## src/rtl/mdu_pkg.sv

```systemverilog
// Shared encodings and constants for the iterative multiply/divide unit.
package mdu_pkg;

    localparam int unsigned MDU_WIDTH = 32;
    localparam int unsigned MDU_ITERS = 32;

    typedef enum logic [1:0] {
        OP_MULT  = 2'b00,
        OP_MULTU = 2'b01,
        OP_DIV   = 2'b10,
        OP_DIVU  = 2'b11
    } mdu_op_e;

    typedef enum logic [1:0] {
        S_IDLE = 2'b00,
        S_CALC = 2'b01,
        S_FIX  = 2'b10,
        S_DONE = 2'b11
    } mdu_state_e;

    function automatic logic op_is_signed(input mdu_op_e op);
        return (op == OP_MULT) || (op == OP_DIV);
    endfunction

    function automatic logic op_is_div(input mdu_op_e op);
        return (op == OP_DIV) || (op == OP_DIVU);
    endfunction

endpackage

```

## src/rtl/mdu_sign_fix.sv

```systemverilog
// Conditional two's-complement negate, used for operand magnitudes and result sign correction.
module mdu_sign_fix #(
    parameter int unsigned W = 32
) (
    input  logic [W-1:0] in_i,
    input  logic         neg_i,
    output logic [W-1:0] out_o
);

    assign out_o = neg_i ? (~in_i + W'(1)) : in_i;

endmodule

```

## src/rtl/mult_div_unit.sv

```systemverilog
// Iterative 32-bit multiply/divide: shift-add multiply and restoring divide on magnitudes,
// with sign correction applied once in FIX.
module mult_div_unit
    import mdu_pkg::*;
#(
    parameter int unsigned WIDTH = MDU_WIDTH
) (
    input  logic             CLK,
    input  logic             Reset,
    input  logic             Start,
    input  logic [1:0]       Op,
    input  logic [WIDTH-1:0] A,
    input  logic [WIDTH-1:0] B,
    output logic             Busy,
    output logic             Done,
    output logic [WIDTH-1:0] HI,
    output logic [WIDTH-1:0] LO,
    output logic             DivByZero
);

    localparam logic [5:0] LastIter = 6'(MDU_ITERS - 1);

    mdu_state_e         state_q, state_d;
    mdu_op_e            op_q, op_d;
    logic               sign_a_q, sign_a_d;
    logic               sign_b_q, sign_b_d;
    logic [WIDTH-1:0]   a_raw_q, a_raw_d;
    logic [WIDTH-1:0]   opnd_q, opnd_d;
    logic [2*WIDTH-1:0] acc_q, acc_d;
    logic [5:0]         cnt_q, cnt_d;
    logic [WIDTH-1:0]   hi_q, hi_d;
    logic [WIDTH-1:0]   lo_q, lo_d;
    logic               dbz_q, dbz_d;

    mdu_op_e          start_op;
    logic             start_signed;
    logic [WIDTH-1:0] abs_a;
    logic [WIDTH-1:0] abs_b;

    assign start_op     = mdu_op_e'(Op);
    assign start_signed = op_is_signed(start_op);

    mdu_sign_fix #(.W(WIDTH)) u_abs_a (
        .in_i  (A),
        .neg_i (start_signed & A[WIDTH-1]),
        .out_o (abs_a)
    );

    mdu_sign_fix #(.W(WIDTH)) u_abs_b (
        .in_i  (B),
        .neg_i (start_signed & B[WIDTH-1]),
        .out_o (abs_b)
    );

    // acc_q holds {partial product, multiplier} or {remainder, dividend/quotient}.
    logic [WIDTH:0]     mul_sum;
    logic [2*WIDTH-1:0] mul_next;
    logic [WIDTH:0]     div_trial;
    logic [WIDTH+1:0]   div_diff;
    logic [2*WIDTH-1:0] div_next;
    logic               unused_div_bit;

    assign mul_sum  = {1'b0, acc_q[2*WIDTH-1:WIDTH]} + {1'b0, opnd_q};
    assign mul_next = acc_q[0] ? {mul_sum, acc_q[WIDTH-1:1]}
                               : {1'b0, acc_q[2*WIDTH-1:1]};

    assign div_trial = {acc_q[2*WIDTH-1:WIDTH], acc_q[WIDTH-1]};
    assign div_diff  = {1'b0, div_trial} - {2'b00, opnd_q};
    assign div_next  = div_diff[WIDTH+1] ? {div_trial[WIDTH-1:0], acc_q[WIDTH-2:0], 1'b0}
                                         : {div_diff[WIDTH-1:0], acc_q[WIDTH-2:0], 1'b1};
    // A kept difference is below the divisor, so its top bit is always clear.
    assign unused_div_bit = div_diff[WIDTH];

    logic               res_signed;
    logic               res_is_div;
    logic               neg_result;
    logic               div_zero;
    logic [2*WIDTH-1:0] prod_fixed;
    logic [WIDTH-1:0]   quo_fixed;
    logic [WIDTH-1:0]   rem_fixed;

    assign res_signed = op_is_signed(op_q);
    assign res_is_div = op_is_div(op_q);
    assign neg_result = res_signed & (sign_a_q ^ sign_b_q);
    assign div_zero   = (opnd_q == '0);

    mdu_sign_fix #(.W(2 * WIDTH)) u_fix_prod (
        .in_i  (acc_q),
        .neg_i (neg_result),
        .out_o (prod_fixed)
    );

    mdu_sign_fix #(.W(WIDTH)) u_fix_quo (
        .in_i  (acc_q[WIDTH-1:0]),
        .neg_i (neg_result),
        .out_o (quo_fixed)
    );

    // Remainder takes the dividend's sign.
    mdu_sign_fix #(.W(WIDTH)) u_fix_rem (
        .in_i  (acc_q[2*WIDTH-1:WIDTH]),
        .neg_i (res_signed & sign_a_q),
        .out_o (rem_fixed)
    );

    always_comb begin
        state_d  = state_q;
        op_d     = op_q;
        sign_a_d = sign_a_q;
        sign_b_d = sign_b_q;
        a_raw_d  = a_raw_q;
        opnd_d   = opnd_q;
        acc_d    = acc_q;
        cnt_d    = cnt_q;
        hi_d     = hi_q;
        lo_d     = lo_q;
        dbz_d    = dbz_q;

        unique case (state_q)
            S_IDLE: begin
                if (Start) begin
                    op_d     = start_op;
                    sign_a_d = A[WIDTH-1];
                    sign_b_d = B[WIDTH-1];
                    a_raw_d  = A;
                    if (op_is_div(start_op)) begin
                        acc_d  = {{WIDTH{1'b0}}, abs_a};
                        opnd_d = abs_b;
                    end else begin
                        acc_d  = {{WIDTH{1'b0}}, abs_b};
                        opnd_d = abs_a;
                    end
                    cnt_d   = '0;
                    dbz_d   = 1'b0;
                    state_d = S_CALC;
                end
            end
            S_CALC: begin
                acc_d = res_is_div ? div_next : mul_next;
                cnt_d = cnt_q + 6'd1;
                if (cnt_q == LastIter) begin
                    state_d = S_FIX;
                end
            end
            S_FIX: begin
                if (res_is_div) begin
                    if (div_zero) begin
                        hi_d  = a_raw_q;
                        lo_d  = '1;
                        dbz_d = 1'b1;
                    end else begin
                        hi_d = rem_fixed;
                        lo_d = quo_fixed;
                    end
                end else begin
                    {hi_d, lo_d} = prod_fixed;
                end
                state_d = S_DONE;
            end
            S_DONE: begin
                state_d = S_IDLE;
            end
            default: begin
                state_d = S_IDLE;
            end
        endcase
    end

    always_ff @(posedge CLK or posedge Reset) begin
        if (Reset) begin
            state_q  <= S_IDLE;
            op_q     <= OP_MULT;
            sign_a_q <= 1'b0;
            sign_b_q <= 1'b0;
            a_raw_q  <= '0;
            opnd_q   <= '0;
            acc_q    <= '0;
            cnt_q    <= '0;
            hi_q     <= '0;
            lo_q     <= '0;
            dbz_q    <= 1'b0;
        end else begin
            state_q  <= state_d;
            op_q     <= op_d;
            sign_a_q <= sign_a_d;
            sign_b_q <= sign_b_d;
            a_raw_q  <= a_raw_d;
            opnd_q   <= opnd_d;
            acc_q    <= acc_d;
            cnt_q    <= cnt_d;
            hi_q     <= hi_d;
            lo_q     <= lo_d;
            dbz_q    <= dbz_d;
        end
    end

    assign Busy      = (state_q != S_IDLE);
    assign Done      = (state_q == S_DONE);
    assign HI        = hi_q;
    assign LO        = lo_q;
    assign DivByZero = dbz_q;

endmodule

```

## config.mk

```make
export PLATFORM = sky130hd
export DESIGN_NAME = mult_div_unit
export DESIGN_NICKNAME = d
export VERILOG_FILES = /design/src/rtl/mdu_pkg.sv /design/src/rtl/mdu_sign_fix.sv /design/src/rtl/mult_div_unit.sv
export SDC_FILE = /design/constraint.sdc
export NUM_CORES = 1
export LEC_CHECK = 0
export CELL_PAD_IN_SITES_DETAIL_PLACEMENT = 1
export CELL_PAD_IN_SITES_GLOBAL_PLACEMENT = 1
export CORE_MARGIN = 4
export CORE_UTILIZATION = 37
export CTS_BUF_LIST = sky130_fd_sc_hd__clkbuf_16
export CTS_CLUSTER_SIZE = 10
export DETAILED_ROUTE_END_ITERATION = 7
export PLACE_DENSITY_LB_ADDON = 0.1
export SLEW_MARGIN = 20
export SYNTH_ARGS = -nofsm -noshare
export SYNTH_HDL_FRONTEND = slang
export SYNTH_SLANG_ARGS = --single-unit
```

## constraint.sdc

```tcl
create_clock -name CLK -period 9.6 [get_ports CLK]
set_input_delay 1.92 -clock CLK [delete_from_list [all_inputs] [get_ports CLK]]
set_output_delay 1.92 -clock CLK [all_outputs]
set_load 0.01 [all_outputs]
```

Word-level counts from Yosys, hierarchy flattened
Index checks and enable logic that the tools add are counted.
{"block": "word_totals", "regBits": 205, "latch_bits": 0, "mem_bits_rw": 0, "rom_bits": 0, "word_cells": 81, "n_memories": 0}
{"block": "op_classes", "n_addsub": 8, "multipliers": 0, "div_mod_pow": 0, "magnitude_cmp": 0, "eq_ne": 12, "shifts": 0, "n_mux": 25, "bitwise": 10, "reduce_logical": 15}
{"operator": "two-way mux 32 bit", "count": 10}
{"operator": "two-way mux 64 bit", "count": 5}
{"operator": "adder 32 x 1 -> 32 bit, second input constant", "count": 4}
{"operator": "NOT 32 bit", "count": 4}
{"operator": "case mux 64 bit (2 select lines)", "count": 1}
{"operator": "adder 64 x 1 -> 64 bit, second input constant", "count": 1}
{"operator": "NOT 64 bit", "count": 1}
{"operator": "subtractor 33 x 32 -> 34 bit", "count": 1}
{"operator": "adder 32 x 32 -> 33 bit", "count": 1}
{"operator": "zero test 32 bit", "count": 1}
{"operator": "== test 2 bit, second input constant", "count": 6}
{"operator": "case mux 6 bit (2 select lines)", "count": 1}
{"operator": "inequality test 2 bit, second input constant", "count": 4}
{"operator": "case mux 2 bit (4 select lines)", "count": 1}
{"operator": "adder 6 x 1 -> 6 bit, second input constant", "count": 1}
{"operator": "== test 6 x 5 -> 1 bit, second input constant", "count": 1}
{"operator": "zero test 2 bit", "count": 3}
{"operator": "two-way mux 6 bit", "count": 1}
{"operator": "AND reduction 2 bit", "count": 3}
{"operator": "nonzero test 2 bit", "count": 3}
{"operator": "AND 1 bit", "count": 4}
{"operator": "logical OR 1 bit", "count": 4}
{"operator": "two-way mux 2 bit", "count": 2}
{"operator": "AND reduction 4 bit", "count": 1}
{"operator": "other kinds (4)", "count": 6}

Logic depth before layout (Yosys ltp)
Gate-level depths: netlist of the first run.
{"block": "logic_depth", "ltp_word": 7, "depth_mapped": 14, "depth_no_buf": 14}

Hierarchy
From an unflattened synthesis of the first run, not the netlist that was laid out.
{"block": "unflattened", "hier_cells": 2290, "hier_area_um2": 19662.6}
{"mod": "mult_div_unit", "instances": 1, "cells_per_inst": 1688, "area_per_inst_um2": 14905.5}
{"mod": "mdu_sign_fix (u_abs_a ...)", "instances": 4, "cells_per_inst": 99, "area_per_inst_um2": 777.0}
{"mod": "mdu_sign_fix (u_fix_prod)", "instances": 1, "cells_per_inst": 206, "area_per_inst_um2": 1649.1}

Worst setup path before layout of the first run
No wires, ideal clock.
{"block": "synth_timing", "kind": "input to register", "from": "input A[7]", "to": "register acc_q[28]", "setup_ns": 0.121, "arrival_ns": 3.936, "required_ns": 9.479, "path_slack_ns": 5.543, "path_stages": 9, "cell_sequence": "or4_1 -> nor3b_1 -> and2_1 -> nand2_1 -> o41ai_1 -> xnor2_1 -> nand2_1 -> o211ai_1 -> a22o_1"}
{"block": "synth_via", "elab_chain_len": 6}
{"element": "from (decl)", "line_no": "mult_div_unit.sv:12", "rtl": "input logic [WIDTH-1:0] A,"}
{"element": "NOT 32 bit", "line_no": "mdu_sign_fix.sv:10", "rtl": "assign out_o = neg_i ? (~in_i + W'(1)) : in_i;"}
{"element": "adder 32 x 1 -> 32 bit", "line_no": "mdu_sign_fix.sv:10"}
{"element": "two-way mux 32 bit", "line_no": "mdu_sign_fix.sv:10"}
{"element": "two-way mux 32 bit", "line_no": "mult_div_unit.sv:126", "rtl": "if (op_is_div(start_op)) begin"}
{"element": "two-way mux 64 bit", "line_no": "mult_div_unit.sv:121", "rtl": "if (Start) begin"}
{"element": "case mux 64 bit (2 select lines)", "line_no": "mult_div_unit.sv:119", "rtl": "unique case (state_q)"}
{"element": "to (signal assigned)", "line_no": "mult_div_unit.sv:177", "rtl": "acc_q <= '0;"}
{"element": "to (signal assigned)", "line_no": "mult_div_unit.sv:189", "rtl": "acc_q <= acc_d;"}
{"element": "to (decl)", "line_no": "mult_div_unit.sv:29", "rtl": "logic [2*WIDTH-1:0] acc_q, acc_d;"}
No other way between the ends. The select of a mux whose other input is x is not followed.
A chain may end at the register's enable or synchronous reset.

Final worst setup path of the first run
{"block": "layout_timing", "from": "register acc_q[32]", "to": "register acc_q[59]"}
{"block": "layout_via", "elab_chain_len": 4, "word_cells_on_any_way": 6, "cone_classes": "add/sub (2); mux (4)"}
{"element": "subtractor 33 x 32 -> 34 bit or adder 32 x 32 -> 33 bit (tied branches)", "line_no": "mult_div_unit.sv:68, mult_div_unit.sv:63"}
{"element": "two-way mux 64 bit (on tied branches)", "line_no": "mult_div_unit.sv:69, mult_div_unit.sv:64"}
{"element": "two-way mux 64 bit (*)", "line_no": "mult_div_unit.sv:139", "rtl": "acc_d = res_is_div ? div_next : mul_next;"}
{"element": "case mux 64 bit (2 select lines) (*)", "line_no": "mult_div_unit.sv:119"}
Every way passes the cells marked *; elsewhere a longest branch is shown, timed or not.

==> out/qor.log, run 1 <==
INFO  outcome        outcome=finished, final reports clean
INFO  detailed_routing route.antenna.remaining_nets=0
INFO  detailed_routing routed_via_density=5.970
INFO  power_and_ir_drop switching_share=51.67%
INFO  yosys          async_reset_ff_share=100.0%
INFO  detailed_routing detailedRoute.firstPassIterationCount=7
INFO  critical_path  cpMaxStageDelayCell=sky130_fd_sc_hd__o41ai_1
INFO  timing         slew_headroom=27.92%
INFO  clocking       clock_latency=0.57ns
INFO  detailed_routing drt_iter0_markers=1099
INFO  yosys          synthesis_warnings=0
INFO  clocking       cts-buffers-inserted=27
INFO  critical_path  setup.worst_path.class=register to register
INFO  die            die_x_extent=221.9um
INFO  clocking       clock_tree_from_tritoncts=built
INFO  yosys          syn-num-nets=2260
INFO  timing         worst-slew-pin-transition=1.067ns
INFO  clocking       h-tree-depth=1
INFO  yosys          synth_top_cell_by_area=sky130_fd_sc_hd__dfrtp_1
INFO  final_layout   multiInputGateArea=0.01096mm2
INFO  power_and_ir_drop power.static_leakage=8.118nW
INFO  final_layout   layout_common_cells=sky130_fd_sc_hd__nor2_1, sky130_fd_sc_hd__nand2_1, sky130_fd_sc_hd__dfrtp_1, sky130_fd_sc_hd__a21oi_1, sky130_fd_sc_hd__o21ai_0
INFO  global_route   maximum_number_of_pins_on_one_net_before_global_route_repair=98
INFO  critical_path  critical_path.max_fanout=12
INFO  timing         final_cycle_share=49.39%
INFO  final_layout   drive_above_1_share=7.064%
INFO  die            rows=78
INFO  critical_path  worstSetupEndpointType=register
INFO  critical_path  max_stage_delay=1.03ns
INFO  detailed_routing vias=16519
INFO  global_route   grt_pass1_vias=17089
INFO  yosys          synth-seq-area-share=30.14%
INFO  yosys          synth_area_leaders=sky130_fd_sc_hd__dfrtp_1, sky130_fd_sc_hd__xnor2_1, sky130_fd_sc_hd__a21oi_1, sky130_fd_sc_hd__ha_1, sky130_fd_sc_hd__o21ai_0
INFO  global_route   grt_pass1_wl=106.5mm
INFO  detailed_routing totalWireLength=70.19mm
INFO  power_and_ir_drop netSwitchingPower=4.155mW
INFO  detailed_routing post_drt_wl_per_cell=25.37um
INFO  clocking       path_clk_slew=0.06ns
INFO  flow_run       timing.max_cap.violations=0
INFO  placement      placed_cells_incl_taps=2721
INFO  yosys          ys_seq_elements=204
INFO  critical_path  crit_arrival=5.21ns
INFO  final_layout   post-route-cell-area=0.01947mm2
INFO  detailed_routing remaining_drc_errors=0
INFO  timing         report.final.hold_viol_count=0
INFO  final_layout   layout.cells.most_common=sky130_fd_sc_hd__nor2_1
INFO  critical_path  crit_path_cell_trace=ha_1 -> inv_1 -> fa_1 -> nor2b_1 -> o31ai_1 -> a32oi_1 -> a31oi_1 -> o41ai_1 -> a21oi_1 -> o21bai_1 -> xor2_1 -> a21oi_1 -> a311oi_1
INFO  yosys          yosys.area.top_type_share=30.14%
INFO  die            total_die_area=0.04926mm2
INFO  clocking       cts-root-buf=sky130_fd_sc_hd__clkbuf_16
INFO  power_and_ir_drop share_seq_of_total_power=24.4%
INFO  global_route   antenna_found_initial=2
INFO  placement      routability_congestion_estimate_from_global_placement=0.9529
INFO  die            die_h=221.9um
INFO  critical_path  cp_top_family=compound AO/OA/AOI/OAI gates
INFO  placement      detailedPlacementHpwl=53.48mm
INFO  clocking       worst_case_clock_buffer_depth=3
INFO  clocking       post_cts_buffers=0
INFO  timing         fin_setup_tns=0ns
INFO  timing         setup_viol_count_final=0
INFO  die            fp.coreArea=0.04528mm2
INFO  global_route   globalRoute.totalOverflow=0
INFO  yosys          cell_variety_after_synth=83
INFO  power_and_ir_drop intPower=3.887mW
INFO  timing         slew_viol_final=0
INFO  yosys          synthesis.area_per_instance=8.003um2
INFO  critical_path  crit_required=10.07ns
INFO  critical_path  cp-start-kind=register
INFO  clocking       cts_num_sinks=204
INFO  placement      io_buffers=135
INFO  final_layout   nets=2294
INFO  yosys          post_synth_edffs=0
INFO  clocking       cts.hold.buffers_added=0
INFO  critical_path  crit_path_frequent_cell=sky130_fd_sc_hd__a21oi_1
INFO  critical_path  critical_path.n_buffers_inverters=1
INFO  final_layout   area.growth.synth_to_final=14.95%
INFO  die            ios=136
INFO  final_layout   area.sequential=0.005109mm2
INFO  power_and_ir_drop clock_power_share=11.8%
INFO  timing         final_period_minus_worst_setup_slack=4.741ns
INFO  die            start_util=37.40%
INFO  timing         fmax=210.9MHz
INFO  yosys          synth_top_flop_cell=sky130_fd_sc_hd__dfrtp_1
INFO  final_layout   final.fill_count=5461
INFO  min_path       worstHoldPathType=register to register
INFO  yosys          post_synth_inst_count=2116
INFO  clocking       cts.repair.resized=0
INFO  yosys          post_synth_instance_area=0.01693mm2
INFO  global_route   grt.total_usage=27.56%
INFO  timing         rsz0062_at_grt=false
INFO  power_and_ir_drop irDropWorstVdd=156.8uV
INFO  power_and_ir_drop power.density_cell_area=413.1mW/mm2
INFO  power_and_ir_drop power.combinational.fraction=63.9%
INFO  placement      detailed_place.area=0.01867mm2
INFO  final_layout   layout.cells.non_filler=2767
INFO  timing         fin_clk_skew=0.01231ns
-- cell type report --
cell class                 instances  area share (%)
tap                              600           3.857
antenna                            1         0.01286
clock buffer                      27           3.471
timing repair buffer             163           8.009
sequential                       204           26.24
clock inverter                    18          0.6042
multi-input combinational       1678           56.30
inverter                          76           1.504
-- power by group through the flow --
stage          Clock (mW)  Sequential, mW  Combinational (mW)
5_1_grt             0.999            2.00                5.65
3_5_place_dp            0            1.95                5.08
3_3_place_gp            0            1.95                4.97
2_1_floorplan           0            1.58                3.70
4_1_cts             0.969            1.94                5.12
6_report            0.948            1.96                5.14
-- logic make-up (layout without fill, tap and decap cells) --
group | after synthesis | after routing | synth area share [%]
compound gates | 689 | 689 | 25.66
xor+xnor | 189 | 189 | 9.775
fa+ha+maj | 75 | 75 | 5.630
buf+inv | 234 | 284 | 5.386
flops | 204 | 204 | 30.14
mux | 91 | 91 | 5.844
other cells | 0 | 1 | 0
simple gates | 634 | 634 | 17.56
-- registers in the layout, summed over array words and instances (netlist names), 2 cells and up --
register and flops:
HI 32, LO 32, a_raw_q 31, acc_q 64, cnt_q 6, op_q 2, opnd_q 32, state_q 2
-- routing by layer --
| layer | part of all wire [%] | global-route usage [%] | up-vias | routed length, um |
|---|---|---|---|---|
| li1 | - | - | 7687 | - |
| met1 | 44 | 36.34 | 8261 | 30620 |
| met2 | 46 | 45.62 | 430 | 32390 |
| met3 | 5.7 | 4.991 | 139 | 3969 |
| met4 | 4.6 | 9.644 | 2 | 3204 |
| met5 | 0.019 | 0 | - | 13 |
-- Yosys cell counts (15+ instances only) --
cell / n
sky130_fd_sc_hd__clkbuf_1: 129
sky130_fd_sc_hd__nor2b_1: 15
sky130_fd_sc_hd__xor2_1: 73
sky130_fd_sc_hd__o21ai_0: 180
sky130_fd_sc_hd__xnor2_1: 116
sky130_fd_sc_hd__a21o_1: 28
sky130_fd_sc_hd__nand4_1: 18
sky130_fd_sc_hd__o31ai_1: 20
sky130_fd_sc_hd__a211oi_1: 42
sky130_fd_sc_hd__a31oi_1: 35
sky130_fd_sc_hd__ha_1: 73
sky130_fd_sc_hd__nand3_1: 29
sky130_fd_sc_hd__o211ai_1: 30
sky130_fd_sc_hd__inv_1: 75
sky130_fd_sc_hd__a21oi_1: 197
sky130_fd_sc_hd__and3_1: 15
sky130_fd_sc_hd__nor2_1: 206
sky130_fd_sc_hd__nor4_1: 25
sky130_fd_sc_hd__dfrtp_1: 204
sky130_fd_sc_hd__mux2i_1: 31
sky130_fd_sc_hd__nand2b_1: 20
sky130_fd_sc_hd__buf_1: 17
sky130_fd_sc_hd__mux2_2: 59
sky130_fd_sc_hd__o22a_1: 23
sky130_fd_sc_hd__nor3_1: 42
sky130_fd_sc_hd__nand2_1: 206
-- metrics by stage --
step | worst slack (ns) | hold slack [ns] | total power [mW] | util [%]
after detailed placement | 4.530 | 0.4691 | 7.032 | 41.23
after global routing | 4.672 | 0.5048 | 8.648 | 42.98
after global placement | 4.515 | 0.4611 | 6.922 | 41.21
after floorplan | 2.113 | 0.4447 | 5.278 | -
final | 4.859 | 0.4780 | 8.042 | 42.99
after CTS | 4.903 | 0.4815 | 8.032 | 42.98
-- final timing paths --
check,startpoint,to,slack (ns),cells past startpoint
setup reg to reg,acc_q[32]$_DFFE_PP0P_,acc_q[59]$_DFFE_PP0P_,4.86,13
hold reg to reg,HI[25]$_DFFE_PP0P_,HI[25]$_DFFE_PP0P_,0.48,1
setup / recovery,acc_q[32]$_DFFE_PP0P_,acc_q[59]$_DFFE_PP0P_,4.86,13
max in group asynchronous,Reset,opnd_q[8]$_DFFE_PP0P_,6.23,3
hold / removal,HI[25]$_DFFE_PP0P_,HI[25]$_DFFE_PP0P_,0.48,1
min in group asynchronous,Reset,HI[27]$_DFFE_PP0P_,1.90,2
(Power assumes the default switching activity.)
==> inputs of run 2 (changes only) <==
==> constraint.sdc (replaced) <==
create_clock -name CLK -period 4.9 [get_ports CLK]
set_input_delay 0.98 -clock CLK [delete_from_list [all_inputs] [get_ports CLK]]
set_output_delay 0.98 -clock CLK [all_outputs]
set_load 0.01 [all_outputs]
==> run 2 against run 1 <==
Compared with the run above: final area up 0.82%; clock power up 90%; sequential share of layout area down 0.21 points; count of clock-buffer cells in the layout unchanged; maximum frequency up 16%; die area unchanged; global-route usage down 0.14 points.
==> out/qor.log, run 2 (synthesis gave the netlist of run 1 again) <==
INFO  outcome        outcome=finished, final reports clean
INFO  global_route   maximum_number_of_pins_on_one_net_before_global_route_repair=86
INFO  timing         slew_viol_final=0
INFO  clocking       path_clk_slew=0.06ns
INFO  flow_run       timing.max_cap.violations=0
INFO  clocking       h-tree-depth=1
INFO  timing         fin_setup_tns=0ns
INFO  min_path       whs_path_depth=1
INFO  placement      detailedPlacementHpwl=53.64mm
INFO  clocking       clock_tree_from_tritoncts=built
INFO  min_path       worstHoldPathType=register to register
INFO  clocking       clock_latency=0.58ns
INFO  timing         report.final.hold_viol_count=0
INFO  timing         setup_viol_count_final=0
INFO  detailed_routing vias=16652
INFO  critical_path  crit_path_frequent_cell=sky130_fd_sc_hd__a21oi_1
INFO  critical_path  worst-r2r-setup-slack=0.80ns
INFO  detailed_routing drt_iter0_markers=1148
INFO  final_layout   area.growth.synth_to_final=15.88%
INFO  final_layout   nets=2315
INFO  timing         final_period_minus_worst_setup_slack=4.097ns
INFO  timing         fin_clk_skew=0.01819ns
INFO  die            ios=136
INFO  critical_path  cp-start-kind=register
INFO  clocking       cts-root-buf=sky130_fd_sc_hd__clkbuf_16
INFO  critical_path  worst_r2r_startpoint=opnd_q[0]$_DFFE_PP0P_
INFO  timing         rsz0062_at_grt=false
INFO  min_path       hold_path_end=HI[25]$_DFFE_PP0P_
INFO  clocking       cts.hold.buffers_added=0
INFO  placement      detailed_place.area=0.01884mm2
INFO  timing         slew_headroom=33.80%
INFO  clocking       post_cts_buffers=0
INFO  final_layout   layout.cells.most_common=sky130_fd_sc_hd__nor2_1
INFO  die            start_util=37.40%
INFO  power_and_ir_drop power.static_leakage=8.208nW
INFO  timing         fmax=244.1MHz
INFO  die            die_h=221.9um
INFO  final_layout   layout_common_cells=sky130_fd_sc_hd__nor2_1, sky130_fd_sc_hd__nand2_1, sky130_fd_sc_hd__dfrtp_1, sky130_fd_sc_hd__a21oi_1, sky130_fd_sc_hd__o21ai_0
INFO  critical_path  setup.worst_path.class=register to register
INFO  placement      io_buffers=135
INFO  critical_path  critical_path.max_fanout=4
INFO  clocking       cts.repair.resized=0
INFO  clocking       cts_num_sinks=204
INFO  critical_path  cp_top_family=compound AO/OA/AOI/OAI gates
INFO  clocking       cts-buffers-inserted=27
INFO  critical_path  crit_required=5.37ns
INFO  detailed_routing post_drt_wl_per_cell=25.06um
INFO  global_route   globalRoute.totalOverflow=0
INFO  global_route   grt_pass1_wl=106.0mm
INFO  placement      routability_congestion_estimate_from_global_placement=0.9226
INFO  detailed_routing routed_via_density=5.962
INFO  min_path       hp-start=HI[25]$_DFFE_PP0P_
INFO  power_and_ir_drop irDropWorstVdd=352.9uV
INFO  final_layout   drive_above_1_share=7.815%
INFO  critical_path  worstSetupEndpointType=register
INFO  detailed_routing totalWireLength=69.98mm
INFO  critical_path  critical_path.n_buffers_inverters=1
INFO  critical_path  crit_arrival=4.57ns
INFO  detailed_routing route.antenna.remaining_nets=0
INFO  timing         final_cycle_share=83.61%
INFO  detailed_routing detailedRoute.firstPassIterationCount=7
INFO  power_and_ir_drop power.density_cell_area=805.5mW/mm2
INFO  die            fp.coreArea=0.04528mm2
INFO  critical_path  max_stage_delay=0.82ns
INFO  die            rows=78
INFO  detailed_routing remaining_drc_errors=0
INFO  final_layout   largest_reg_flops=64
INFO  global_route   antenna_found_initial=4
INFO  critical_path  cpMaxStageDelayCell=sky130_fd_sc_hd__o41ai_1
INFO  global_route   grt.total_usage=27.42%
INFO  die            total_die_area=0.04926mm2
INFO  final_layout   post-route-cell-area=0.01963mm2
INFO  critical_path  r2r.worst_path.cells=13
INFO  timing         worst-slew-pin-transition=0.9854ns
INFO  die            die_x_extent=221.9um
INFO  critical_path  crit_path_cell_trace=ha_1 -> inv_1 -> fa_1 -> nor2b_1 -> o31ai_1 -> a32oi_1 -> a31oi_1 -> o41ai_1 -> a21oi_1 -> o21bai_1 -> xor2_1 -> a21oi_1 -> a311oi_1
INFO  final_layout   largest_register=acc_q
INFO  global_route   grt_pass1_vias=16937
INFO  clocking       worst_case_clock_buffer_depth=3
INFO  critical_path  regToRegEndpoint=acc_q[59]$_DFFE_PP0P_
## run 2: cell types whose count changed in the layout (fill, tap and decap cells not counted), moves of 2 or more
cell | previous run | this run
sky130_fd_sc_hd__buf_4 | 29 | 48
sky130_fd_sc_hd__clkinv_1 | 5 | 9
sky130_fd_sc_hd__diode_2 | 1 | 5
sky130_fd_sc_hd__clkinv_2 | 6 | 3
sky130_fd_sc_hd__buf_12 | 0 | 2
sky130_fd_sc_hd__clkinvlp_4 | 0 | 2
## run 2: power breakdown
group          switching (mW)  total [mW]  internal, mW
Sequential               1.18        3.66          2.48
Clock                   0.814        1.80         0.991
Combinational            6.18        10.3          4.17
## run 2: stage by stage
stage	util, %	power, mW	hold WS, ns	setup WS (ns)	instances
floorplan	-	10.34	0.4447	1.276	2116
global placement	41.61	13.70	0.4648	0.8181	2742
detailed placement	41.61	13.91	0.4732	0.7297	2742
CTS	43.31	15.80	0.4856	0.8210	2788
global route	43.31	16.99	0.5048	0.5679	2788
finish	43.34	15.81	0.4814	0.8030	2793
## run 2: final cells by class
cell class	instances	area (um2)
tap	600	750.7
timing repair buffer	184	1742
clock inverter	19	95.09
multi-input combinational	1678	10950
antenna	5	12.51
sequential	204	5109
inverter	76	289.0
fill	5439	25660
clock buffer	27	675.6
## run 2: routing by layer
metal	share of wire, %	routed length [um]	up-vias	track usage, %
met2	47	32870	458	46.26
met1	44	31030	8344	36.77
met4	3.8	2673	0	8.603
met3	4.9	3410	115	3.509
met5	0	0	-	0
li1	-	-	7735	-
## run 2: worst max-delay path by stage
stage / start / slack (ns) / cells after the start / to
finish: opnd_q[0]$_DFFE_PP0P_ / 0.80 / 13 / acc_q[59]$_DFFE_PP0P_
global route: opnd_q[0]$_DFFE_PP0P_ / 0.57 / 12 / acc_q[63]$_DFFE_PP0P_
CTS: opnd_q[0]$_DFFE_PP0P_ / 0.82 / 13 / acc_q[59]$_DFFE_PP0P_
detailed placement: A[3] / 0.73 / 10 / acc_q[23]$_DFFE_PP0P_
global placement: A[3] / 0.82 / 10 / acc_q[23]$_DFFE_PP0P_
floorplan: Reset / 1.28 / 1 / DivByZero$_DFFE_PP0P_
==> inputs of run 3 (changes only) <==
==> constraint.sdc (replaced) <==
create_clock -name CLK -period 3.85 [get_ports CLK]
set_input_delay 0.77 -clock CLK [delete_from_list [all_inputs] [get_ports CLK]]
set_output_delay 0.77 -clock CLK [all_outputs]
set_load 0.01 [all_outputs]
==> run 3 against run 2 <==
Compared with the run above: maximum frequency grew 11%; highest routed layer unchanged; clock skew shrank 0.0040 ns; die area is the same; register-to-register slack lost 0.63 ns; non-clock buffer count grew 66; final cell count grew 2.1%; first-iteration DRC count grew 19%; routed wire length grew 3.0%; flip-flop and latch count is the same; global-route usage grew 0.85 points; sequential share of layout area shrank 0.74 points.
==> out/qor.log, run 3 (synthesis gave the netlist of run 1 again) <==
INFO  outcome        outcome=finished, final reports clean
INFO  min_path       whs_path_depth=1
INFO  clocking       cts_num_sinks=204
INFO  die            die_x_extent=221.9um
INFO  min_path       hp-start=HI[15]$_DFFE_PP0P_
INFO  die            total_die_area=0.04926mm2
INFO  placement      routability_congestion_estimate_from_global_placement=0.9405
INFO  global_route   globalRoute.totalOverflow=0
INFO  power_and_ir_drop switching_share=50.96%
INFO  final_layout   layout.cells.most_common=sky130_fd_sc_hd__nor2_1
INFO  power_and_ir_drop power.density_cell_area=1033mW/mm2
INFO  timing         slew_headroom=30.11%
INFO  power_and_ir_drop power.static_leakage=8.574nW
INFO  clocking       clock_latency=0.57ns
INFO  timing         setup_viol_count_final=0
INFO  power_and_ir_drop power=20.87mW
INFO  global_route   grt_pass1_wl=109.2mm
INFO  power_and_ir_drop irDropWorstVdd=416.7uV
INFO  timing         final_period_minus_worst_setup_slack=3.676ns
INFO  flow_run       timing.max_cap.violations=0
INFO  final_layout   drive_above_1_share=10.83%
INFO  detailed_routing route.antenna.remaining_nets=0
INFO  detailed_routing detailedRoute.firstPassIterationCount=6
INFO  detailed_routing routed_via_density=5.943
INFO  critical_path  worstSetupEndpointType=register
INFO  die            rows=78
INFO  timing         slew_viol_final=0
INFO  final_layout   layout.cells.non_filler=2853
INFO  die            fp.coreArea=0.04528mm2
INFO  placement      detailedPlacementHpwl=56.14mm
INFO  timing         final_cycle_share=95.47%
INFO  clocking       worst_case_clock_buffer_depth=3
INFO  detailed_routing remaining_drc_errors=0
INFO  critical_path  worst_r2r_startpoint=opnd_q[1]$_DFFE_PP0P_
INFO  timing         worst-slew-pin-transition=1.046ns
INFO  global_route   grt.total_usage=28.27%
INFO  power_and_ir_drop clock_power_share=11.3%
INFO  clocking       cts-buffers-inserted=27
INFO  final_layout   insertedDiodeCount=0
INFO  critical_path  critical_path.max_fanout=4
INFO  global_route   grt_pass1_vias=17350
INFO  timing         fin_setup_tns=0ns
INFO  die            die_h=221.9um
INFO  critical_path  crit_path_start=opnd_q[1]$_DFFE_PP0P_
INFO  detailed_routing totalWireLength=72.09mm
INFO  critical_path  cpMaxStageDelayCell=sky130_fd_sc_hd__a211oi_1
INFO  critical_path  cp-start-kind=register
INFO  final_layout   layout_common_cells=sky130_fd_sc_hd__nor2_1, sky130_fd_sc_hd__nand2_1, sky130_fd_sc_hd__dfrtp_1, sky130_fd_sc_hd__a21oi_1, sky130_fd_sc_hd__o21ai_0
INFO  clocking       cts.repair.resized=0
INFO  clocking       clock_tree_from_tritoncts=built
INFO  placement      placed_cells_incl_taps=2808
INFO  final_layout   area.growth.synth_to_final=19.26%
INFO  detailed_routing post_drt_wl_per_cell=25.27um
INFO  timing         report.final.hold_viol_count=0
INFO  die            ios=136
INFO  clocking       post_cts_buffers=0
INFO  final_layout   largest_reg_flops=64
INFO  power_and_ir_drop intPower=10.23mW
INFO  power_and_ir_drop power.combinational.fraction=66.6%
INFO  power_and_ir_drop share_seq_of_total_power=22.0%
INFO  critical_path  crit_arrival=4.12ns
INFO  detailed_routing drt_iter0_markers=1369
INFO  critical_path  crit_path_cell_trace=ha_1 -> a211oi_1 -> o21ai_0 -> buf_4 -> a21oi_1 -> o21bai_1 -> a21oi_1 -> o41ai_1 -> buf_4 -> a221oi_1 -> xnor2_1 -> mux2_2 -> a221o_1
INFO  final_layout   final.fill_count=5456
INFO  timing         fmax=272.1MHz
INFO  timing         fin_clk_skew=0.01418ns
INFO  die            start_util=37.40%
INFO  clocking       path_clk_slew=0.06ns
INFO  critical_path  crit_required=4.30ns
INFO  critical_path  max_stage_delay=0.46ns
INFO  clocking       cts.hold.buffers_added=0
INFO  final_layout   utilization=44.60%
INFO  min_path       worstHoldPathType=register to register
INFO  critical_path  r2r.worst_path.cells=13
INFO  timing         rsz0062_at_grt=false
INFO  detailed_routing vias=16955
INFO  global_route   antenna_found_initial=3
INFO  clocking       h-tree-depth=1
INFO  final_layout   nets=2381
INFO  global_route   maximum_number_of_pins_on_one_net_before_global_route_repair=75
INFO  critical_path  setup.worst_path.class=register to register
INFO  final_layout   largest_register=acc_q
INFO  placement      io_buffers=135
INFO  clocking       cts-root-buf=sky130_fd_sc_hd__clkbuf_16
INFO  power_and_ir_drop netSwitchingPower=10.63mW
==> run 3: final timing paths <==
kind,end,slack [ns]
worst max-delay path,acc_q[50]$_DFFE_PP0P_,0.17
worst min-delay path,HI[15]$_DFFE_PP0P_,0.49
worst max register to register,acc_q[50]$_DFFE_PP0P_,0.17
worst min register to register,HI[15]$_DFFE_PP0P_,0.49
max in group asynchronous,LO[13]$_DFFE_PP0P_,2.33
min in group asynchronous,HI[27]$_DFFE_PP0P_,0.66
==> run 3: routing by layer <==
layer  GRT usage, %  vias to the layer above  routed length [um]
met5              0                        -                   0
met1          38.84                     8509               31730
met3          3.217                      105                3782
met2          47.45                      464               34290
li1               -                     7877                   -
met4          7.723                        0                2279
==> run 3: worst max-delay path: cells and delay by family, from the launching register on <==
family,cells,cell delay (ns)
AO/OA/AOI/OAI,8,2.09
flip-flops,1,0.42
buffers and inverters,2,0.34
adder cells (fa/ha/maj),1,0.33
multiplexers,1,0.28
XOR/XNOR,1,0.10
==> run 3: metrics by stage <==
step	hold slack [ns]	worst slack (ns)	area [um2]
2_1_floorplan	0.4447	0.4357	16940
3_3_place_gp	0.4622	0.2841	19370
3_5_place_dp	0.4720	0.2125	19370
4_1_cts	0.4879	0.2264	20170
5_1_grt	0.5101	0.02021	20200
6_report	0.4859	0.1745	20200
==> run 3: layout make-up <==
class                      instances  area [um2]  share of cell area (%)
clock buffer                      27       675.6                   3.345
tap                              600       750.7                   3.717
timing repair buffer             250        2275                   11.26
clock inverter                    18       116.4                  0.5761
sequential                       204        5109                   25.29
inverter                          76       289.0                   1.431
multi-input combinational       1678       10980                   54.37
==> run 3: power groups by stage <==
stage | Clock [mW] | Sequential [mW] | Combinational (mW)
after detailed placement | 0 | 4.60 | 13.7
after global placement | 0 | 4.56 | 13.4
final | 2.37 | 4.60 | 13.9
after CTS | 2.41 | 4.57 | 13.8
after floorplan | 0 | 3.93 | 9.23
after global routing | 2.50 | 4.72 | 15.1
